$ cat src/rtl/store_pkg.sv
// Shared state encoding and counter limits for the checkout tally block.
package store_pkg;
    typedef enum logic [1:0] {
        IDLE  = 2'd0,
        COUNT = 2'd1,
        ALARM = 2'd2
    } state_t;

    localparam int CNT_W    = 8;
    localparam int STOLEN_W = 4;

    localparam logic [CNT_W-1:0]    CNT_MAX    = 8'd255;
    localparam logic [STOLEN_W-1:0] STOLEN_MAX = 4'd15;
endpackage

$ cat src/rtl/seg7_hex.sv
// Hex digit to active-low seven-segment decoder (bit 6 = g ... bit 0 = a).
module seg7_hex (
    input  logic [3:0] hex_i,
    output logic [6:0] seg_o
);
    always_comb begin
        case (hex_i)
            4'h0:    seg_o = 7'b1000000;
            4'h1:    seg_o = 7'b1111001;
            4'h2:    seg_o = 7'b0100100;
            4'h3:    seg_o = 7'b0110000;
            4'h4:    seg_o = 7'b0011001;
            4'h5:    seg_o = 7'b0010010;
            4'h6:    seg_o = 7'b0000010;
            4'h7:    seg_o = 7'b1111000;
            4'h8:    seg_o = 7'b0000000;
            4'h9:    seg_o = 7'b0010000;
            4'hA:    seg_o = 7'b0001000;
            4'hB:    seg_o = 7'b0000011;
            4'hC:    seg_o = 7'b1000110;
            4'hD:    seg_o = 7'b0100001;
            4'hE:    seg_o = 7'b0000110;
            default: seg_o = 7'b0001110;
        endcase
    end
endmodule

$ cat src/rtl/checkout_tally.sv
// Checkout tally: synchronises the scan key, classifies each presented item
// and keeps saturating per-customer counts of paid, discounted and stolen items.
module checkout_tally
    import store_pkg::*;
(
    input  logic                CLOCK_50,
    input  logic                reset_n,
    input  logic                scan,
    input  logic                stolen,
    input  logic                discounted,
    input  logic                clear,
    output logic [CNT_W-1:0]    item_count,
    output logic [CNT_W-1:0]    disc_count,
    output logic [STOLEN_W-1:0] stolen_count,
    output logic                alarm,
    output logic [6:0]          HEX0,
    output logic [6:0]          HEX1
);
    logic                s1_q, s2_q, s3_q;
    logic                armed_q;
    logic                stolenFlag_q, discFlag_q;
    state_t              state_q;
    logic [CNT_W-1:0]    itemCount_q, discCount_q;
    logic [STOLEN_W-1:0] stolenCount_q;
    logic                alarm_q;

    logic                scanEdge;
    logic [CNT_W-1:0]    itemInc, discInc;
    logic [STOLEN_W-1:0] stolenInc;

    // armed_q re-arms only after the synchronised key has been low for two
    // consecutive cycles, so a one-cycle dropout cannot create a second event.
    assign scanEdge = s2_q & ~s3_q & armed_q;

    assign itemInc   = (itemCount_q   == CNT_MAX)    ? itemCount_q   : itemCount_q   + 1'b1;
    assign discInc   = (discCount_q   == CNT_MAX)    ? discCount_q   : discCount_q   + 1'b1;
    assign stolenInc = (stolenCount_q == STOLEN_MAX) ? stolenCount_q : stolenCount_q + 1'b1;

    always_ff @(posedge CLOCK_50 or negedge reset_n) begin
        if (!reset_n) begin
            s1_q         <= 1'b0;
            s2_q         <= 1'b0;
            s3_q         <= 1'b0;
            armed_q      <= 1'b1;
            stolenFlag_q <= 1'b0;
            discFlag_q   <= 1'b0;
        end else begin
            s1_q <= scan;
            s2_q <= s1_q;
            s3_q <= s2_q;
            if (scanEdge) begin
                armed_q      <= 1'b0;
                stolenFlag_q <= stolen;
                discFlag_q   <= discounted;
            end else if (!s2_q && !s3_q) begin
                armed_q <= 1'b1;
            end
        end
    end

    // In IDLE a clear takes priority over a coincident scan, which is dropped.
    always_ff @(posedge CLOCK_50 or negedge reset_n) begin
        if (!reset_n) begin
            state_q       <= IDLE;
            itemCount_q   <= '0;
            discCount_q   <= '0;
            stolenCount_q <= '0;
            alarm_q       <= 1'b0;
        end else begin
            case (state_q)
                IDLE: begin
                    if (clear) begin
                        itemCount_q   <= '0;
                        discCount_q   <= '0;
                        stolenCount_q <= '0;
                    end else if (scanEdge) begin
                        if (stolen) begin
                            state_q       <= ALARM;
                            alarm_q       <= 1'b1;
                            stolenCount_q <= stolenInc;
                        end else begin
                            state_q <= COUNT;
                        end
                    end
                end
                COUNT: begin
                    itemCount_q <= itemInc;
                    if (discFlag_q) begin
                        discCount_q <= discInc;
                    end
                    state_q <= IDLE;
                end
                ALARM: begin
                    if (clear) begin
                        state_q <= IDLE;
                        alarm_q <= 1'b0;
                    end
                end
                default: begin
                    state_q <= IDLE;
                    alarm_q <= 1'b0;
                end
            endcase
        end
    end

    assign item_count   = itemCount_q;
    assign disc_count   = discCount_q;
    assign stolen_count = stolenCount_q;
    assign alarm        = alarm_q;

    seg7_hex uHex0 (
        .hex_i (itemCount_q[3:0]),
        .seg_o (HEX0)
    );

    seg7_hex uHex1 (
        .hex_i (itemCount_q[7:4]),
        .seg_o (HEX1)
    );
endmodule

$ cat config.mk
export PLATFORM = sky130hd
export DESIGN_NAME = checkout_tally
export DESIGN_NICKNAME = d
export VERILOG_FILES = /design/src/rtl/store_pkg.sv /design/src/rtl/seg7_hex.sv /design/src/rtl/checkout_tally.sv
export SDC_FILE = /design/constraint.sdc
export NUM_CORES = 1
export LEC_CHECK = 0
export ABC_AREA = 1
export BUFFER_PORTS_ARGS = -buffer_cell sky130_fd_sc_hd__buf_2
export CORE_MARGIN = 8
export CORE_UTILIZATION = 55
export DETAILED_ROUTE_END_ITERATION = 7
export PLACE_DENSITY = 0.8
export SLEW_MARGIN = 20
export SYNTH_ARGS = -nofsm -noshare
export SYNTH_HDL_FRONTEND = slang
export SYNTH_HIERARCHICAL = 1
export SYNTH_SLANG_ARGS = --single-unit
$ cat constraint.sdc
create_clock -name CLOCK_50 -period 1.7 [get_ports CLOCK_50]
set_clock_uncertainty 0.1 [all_clocks]
set_input_delay 0.425 -clock CLOCK_50 [delete_from_list [all_inputs] [get_ports CLOCK_50]]
set_output_delay 0.425 -clock CLOCK_50 [all_outputs]
set_load 0.005 [all_outputs]
==> results.txt <==
- Top layer reached by signal wires: met4
- Combined area of all synthesized cells: 2030 sq um
- The tree is rooted in a sky130_fd_sc_hd__clkbuf_8.
- Headroom to the max-slew limit came out at 59.4%.
- Counting tap cells, the placed design contains a total of 388 instances.
- Largest driver fanout on the critical path: 4
- The run finished, with violations left.
- Total number of vias: 2066
* Cell depth of the worst flop-to-flop path: 8
* Placed wire-length estimate: 3310 um
- Buffers placed on the I/O ports in this run total 40.
* Crit path buf inv count: 3
- Worst-Margin Slew: 609 ps
* Total nets after synthesis: 316
- CTS Buf Count: 3
- After detailed routing, the number of vias per cell comes to 5.23.
- In this run the mean area of a mapped cell was 6.94 sq um.
- Period minus WS final: 1950 ps
- Setup violations remaining at the end of the flow were counted as 14.
- Setup repair after global routing could not meet its margin everywhere.
- After detailed routing, the wire length on met1 is 2160 um.
- The endpoint identified for the worst register-to-register timing path is item_count[4]$_DFFE_PN0P_.
* Endpoint type of the worst setup path: output port
* P&R area growth vs syn: 33.0%
* Number of top-level design ports: 41
* Global-route wire length before repair: 8730 um
* CTS hold repair buffers: 0
* Ant. Diodes: 0
* Clock transition at the registers of the reported paths: 100 ps
- Cell depth of the worst setup path: 6
- The first detailed-routing pass took 4 iterations.
* Minimum setup slack in the final design: -254 ps
- Max Buffers Root-to-Sink: 2
* Initial core utilization: 56.4%
- The floorplan step defined a die boundary enclosing 5900 sq um.
- The total area inside the core boundary comes to 3610 sq um.
- After detailed placement, the total cell area comes to 2340 sq um.
- The post-route netlist has 35.2% of its cells at a drive strength greater than 1.
- Synthesis produced a netlist whose cell count is 293.
* Crit-path max cell delay: 460 ps
- Summed over all layers, the routed wires come to 5120 um.
- Once layout is complete, the cells apart from fillers number 395.
* Number of max-slew violations in the final report: 0
* Register-to-Register Setup Slack: 70 ps
* Number of rows in the core area: 22
- The clock net in this run drives a total of 28 sinks.
- Dividing the detail-routed wire length by the instance count gives 13.0 um.
- Crit path max-delay family: flip-flops
- Vias in the first global route: 2058
- Initial antenna violation count: 0
- Power density cells: 589 nW/um^2
- In the detailed route, the total length drawn on met2 is 2620 um.
- Entering global routing, the biggest net connects 29 pins.
- Launch point of the critical path: item_count[0]$_DFFE_PN0P_
- Met3 layer wire length in the routed design: 265 um
* Required time at the endpoint of the critical path: 1170 ps
- Cell with the biggest individual delay on the critical path: sky130_fd_sc_hd__dfrtp_2
- Crit share post-route: 115%
* Worst skew pair latency: 280 ps
* Die boundary width: 76.8 um
- In this run the remaining antenna-violating nets after routing total 0.
- For this run, the register share of the synthesized area comes to 34.5%.
* Gp weighted congestion: 0.848
- Summed over all cells, the static leakage comes to 0.00146 uW.
- Yosys printed 6 warnings.
- TritonCTS built the clock tree.
* Number of unique standard cell types used by synthesis: 23
- Start-to-end type of the worst setup path: reg -> out
- MaxCap Viol Count: 0
* 1st-iter DRT viols: 66
- The number of hold-slack violations in the final timing report was 0.
- Kind of start point of the critical path: register
* Worst vdd ir: 0.493 mV
- Detailed-route DRC error count: 0
- Path type of the worst min-delay path: in -> async
- Achievable clock frequency: 0.512 GHz
- GR Overflow Total: 0
* Number of synthesized register bits: 28
- Placement Setup Slack: 23.7 ps
* Worst setup path endpoint: HEX0[2]
- The die is 76.8 um tall.
- In this run the number of H-tree levels came out at 1.
- Final layout net count: 371
- Violated checks: setup timing
* Worst R2R Start: item_count[0]$_DFFE_PN0P_
* CP Cell Sequence: buf_6, ha_4, inv_4, nand3_1, o21ai_0, buf_2
- Across every metal layer, demand over resource in global routing totals 17.0%.
* Arrival @ worst endpoint: 1430 ps
- After routing the design area is 2700 sq um.
==> metal layers <==
layer  GRT usage, %  up-vias
met2           31.1       65
met5              0        -
met4           6.15        0
li1               -     1044
met3           3.50        8
met1           18.7      949
==> cell usage in the layout (no fill, tap or decap), types with 5 or more instances in the layout <==
master / n
sky130_fd_sc_hd__nor2_1: 14
sky130_fd_sc_hd__dfrtp_2: 8
sky130_fd_sc_hd__nand3_2: 8
sky130_fd_sc_hd__o21ai_0: 14
sky130_fd_sc_hd__nand3_1: 41
sky130_fd_sc_hd__nand2_2: 7
sky130_fd_sc_hd__inv_4: 6
sky130_fd_sc_hd__buf_4: 12
sky130_fd_sc_hd__buf_2: 40
sky130_fd_sc_hd__dfrtp_1: 19
sky130_fd_sc_hd__nand2_4: 6
sky130_fd_sc_hd__ha_4: 10
sky130_fd_sc_hd__inv_1: 25
sky130_fd_sc_hd__buf_6: 5
sky130_fd_sc_hd__nand2_1: 93
==> sequential cells by signal (all words and copies together) (netlist names) <==
name,cells
stolen_count,4
state_q,2
alarm,1
s3_q,1
discFlag_q,1
armed_q,1
s2_q,1
item_count,8
disc_count,8
s1_q,1
==> synth_stat cells <==
cell type,number,area [sq um]
sky130_fd_sc_hd__buf_4,1,7.51
sky130_fd_sc_hd__nor4_1,1,6.26
sky130_fd_sc_hd__nor3_1,1,5.00
sky130_fd_sc_hd__o21ai_2,2,17.5
sky130_fd_sc_hd__nand4_1,4,25.0
sky130_fd_sc_hd__o21bai_1,1,7.51
sky130_fd_sc_hd__or2_2,4,25.0
sky130_fd_sc_hd__inv_1,33,124
sky130_fd_sc_hd__nor2_1,15,56.3
sky130_fd_sc_hd__o21ai_0,15,75.1
sky130_fd_sc_hd__dfstp_2,1,26.3
sky130_fd_sc_hd__nand3_1,49,245
sky130_fd_sc_hd__nand2_1,102,383
sky130_fd_sc_hd__nand2_2,4,25.0
sky130_fd_sc_hd__nand3b_1,4,30.0
sky130_fd_sc_hd__buf_6,4,45.0
sky130_fd_sc_hd__dfrtp_1,27,676
sky130_fd_sc_hd__inv_2,2,7.51
sky130_fd_sc_hd__buf_2,2,10.0
sky130_fd_sc_hd__ha_1,17,213
sky130_fd_sc_hd__a21oi_1,1,5.00
sky130_fd_sc_hd__xor2_1,1,8.76
sky130_fd_sc_hd__o21ai_1,2,10.0
==> cell families (layout without fill, tap and decap cells) <==
family	count (synthesis)	count (layout)	share of synthesized area, %
AO/OA/AOI/OAI	21	21	5.66
buffers and inverters	42	96	9.54
XOR/XNOR	1	1	0.431
AND/OR/NAND/NOR	184	184	39.4
flip-flops	28	28	34.5
adder cells (fa/ha/maj)	17	17	10.5
==> power breakdown <==
part	total (uW)	leakage (uW)	internal, uW	switching, uW
logic	299	0.00107	129	171
registers	768	0.000359	719	48.5
clock network	526	0.0000357	315	210
==> repair_timing <==
action	in CTS	in global routing
hold endpoints to repair	0	0
endpoints found under the setup margin	14	28
gates resized for setup	48	26
pin swaps	13	5
buffers inserted	2	1
==> per-stage QoR <==
stage | hold slack, ps | util (%) | total power [uW] | TNS, ps
after floorplan | 29.4 | - | 935 | 0
after global placement | 232 | 64.8 | 1040 | 0
after detailed placement | 254 | 64.8 | 1050 | 0
after CTS | 70.5 | 72.3 | 1590 | -2410
after global routing | 98.3 | 75.0 | 1680 | -3490
final | 44.7 | 75.0 | 1590 | -2650
==> how the worst min path moves through the flow <==
stage                                       end  slack, ps      startpoint
floorplan                     alarm$_DFFE_PN0P_         30         reset_n
finish              stolen_count[0]$_DFFE_PN0P_         40         reset_n
global route        stolen_count[0]$_DFFE_PN0P_        100         reset_n
detailed placement               s2_q$_DFF_PN0_        250  s1_q$_DFF_PN0_
CTS                 stolen_count[0]$_DFFE_PN0P_         70         reset_n
global placement                 s2_q$_DFF_PN0_        230  s1_q$_DFF_PN0_
==> layout make-up <==
cell class	instances	area (sq um)
multi-input cells	223	1370
fillers	287	902
flip-flops and latches	28	712
repair buffers	57	347
inverters	35	146
well taps	48	60.1
clock buffers	3	41.3
clock inverters	1	30.0
No activity file was read; power rests on OpenSTA's default activity.
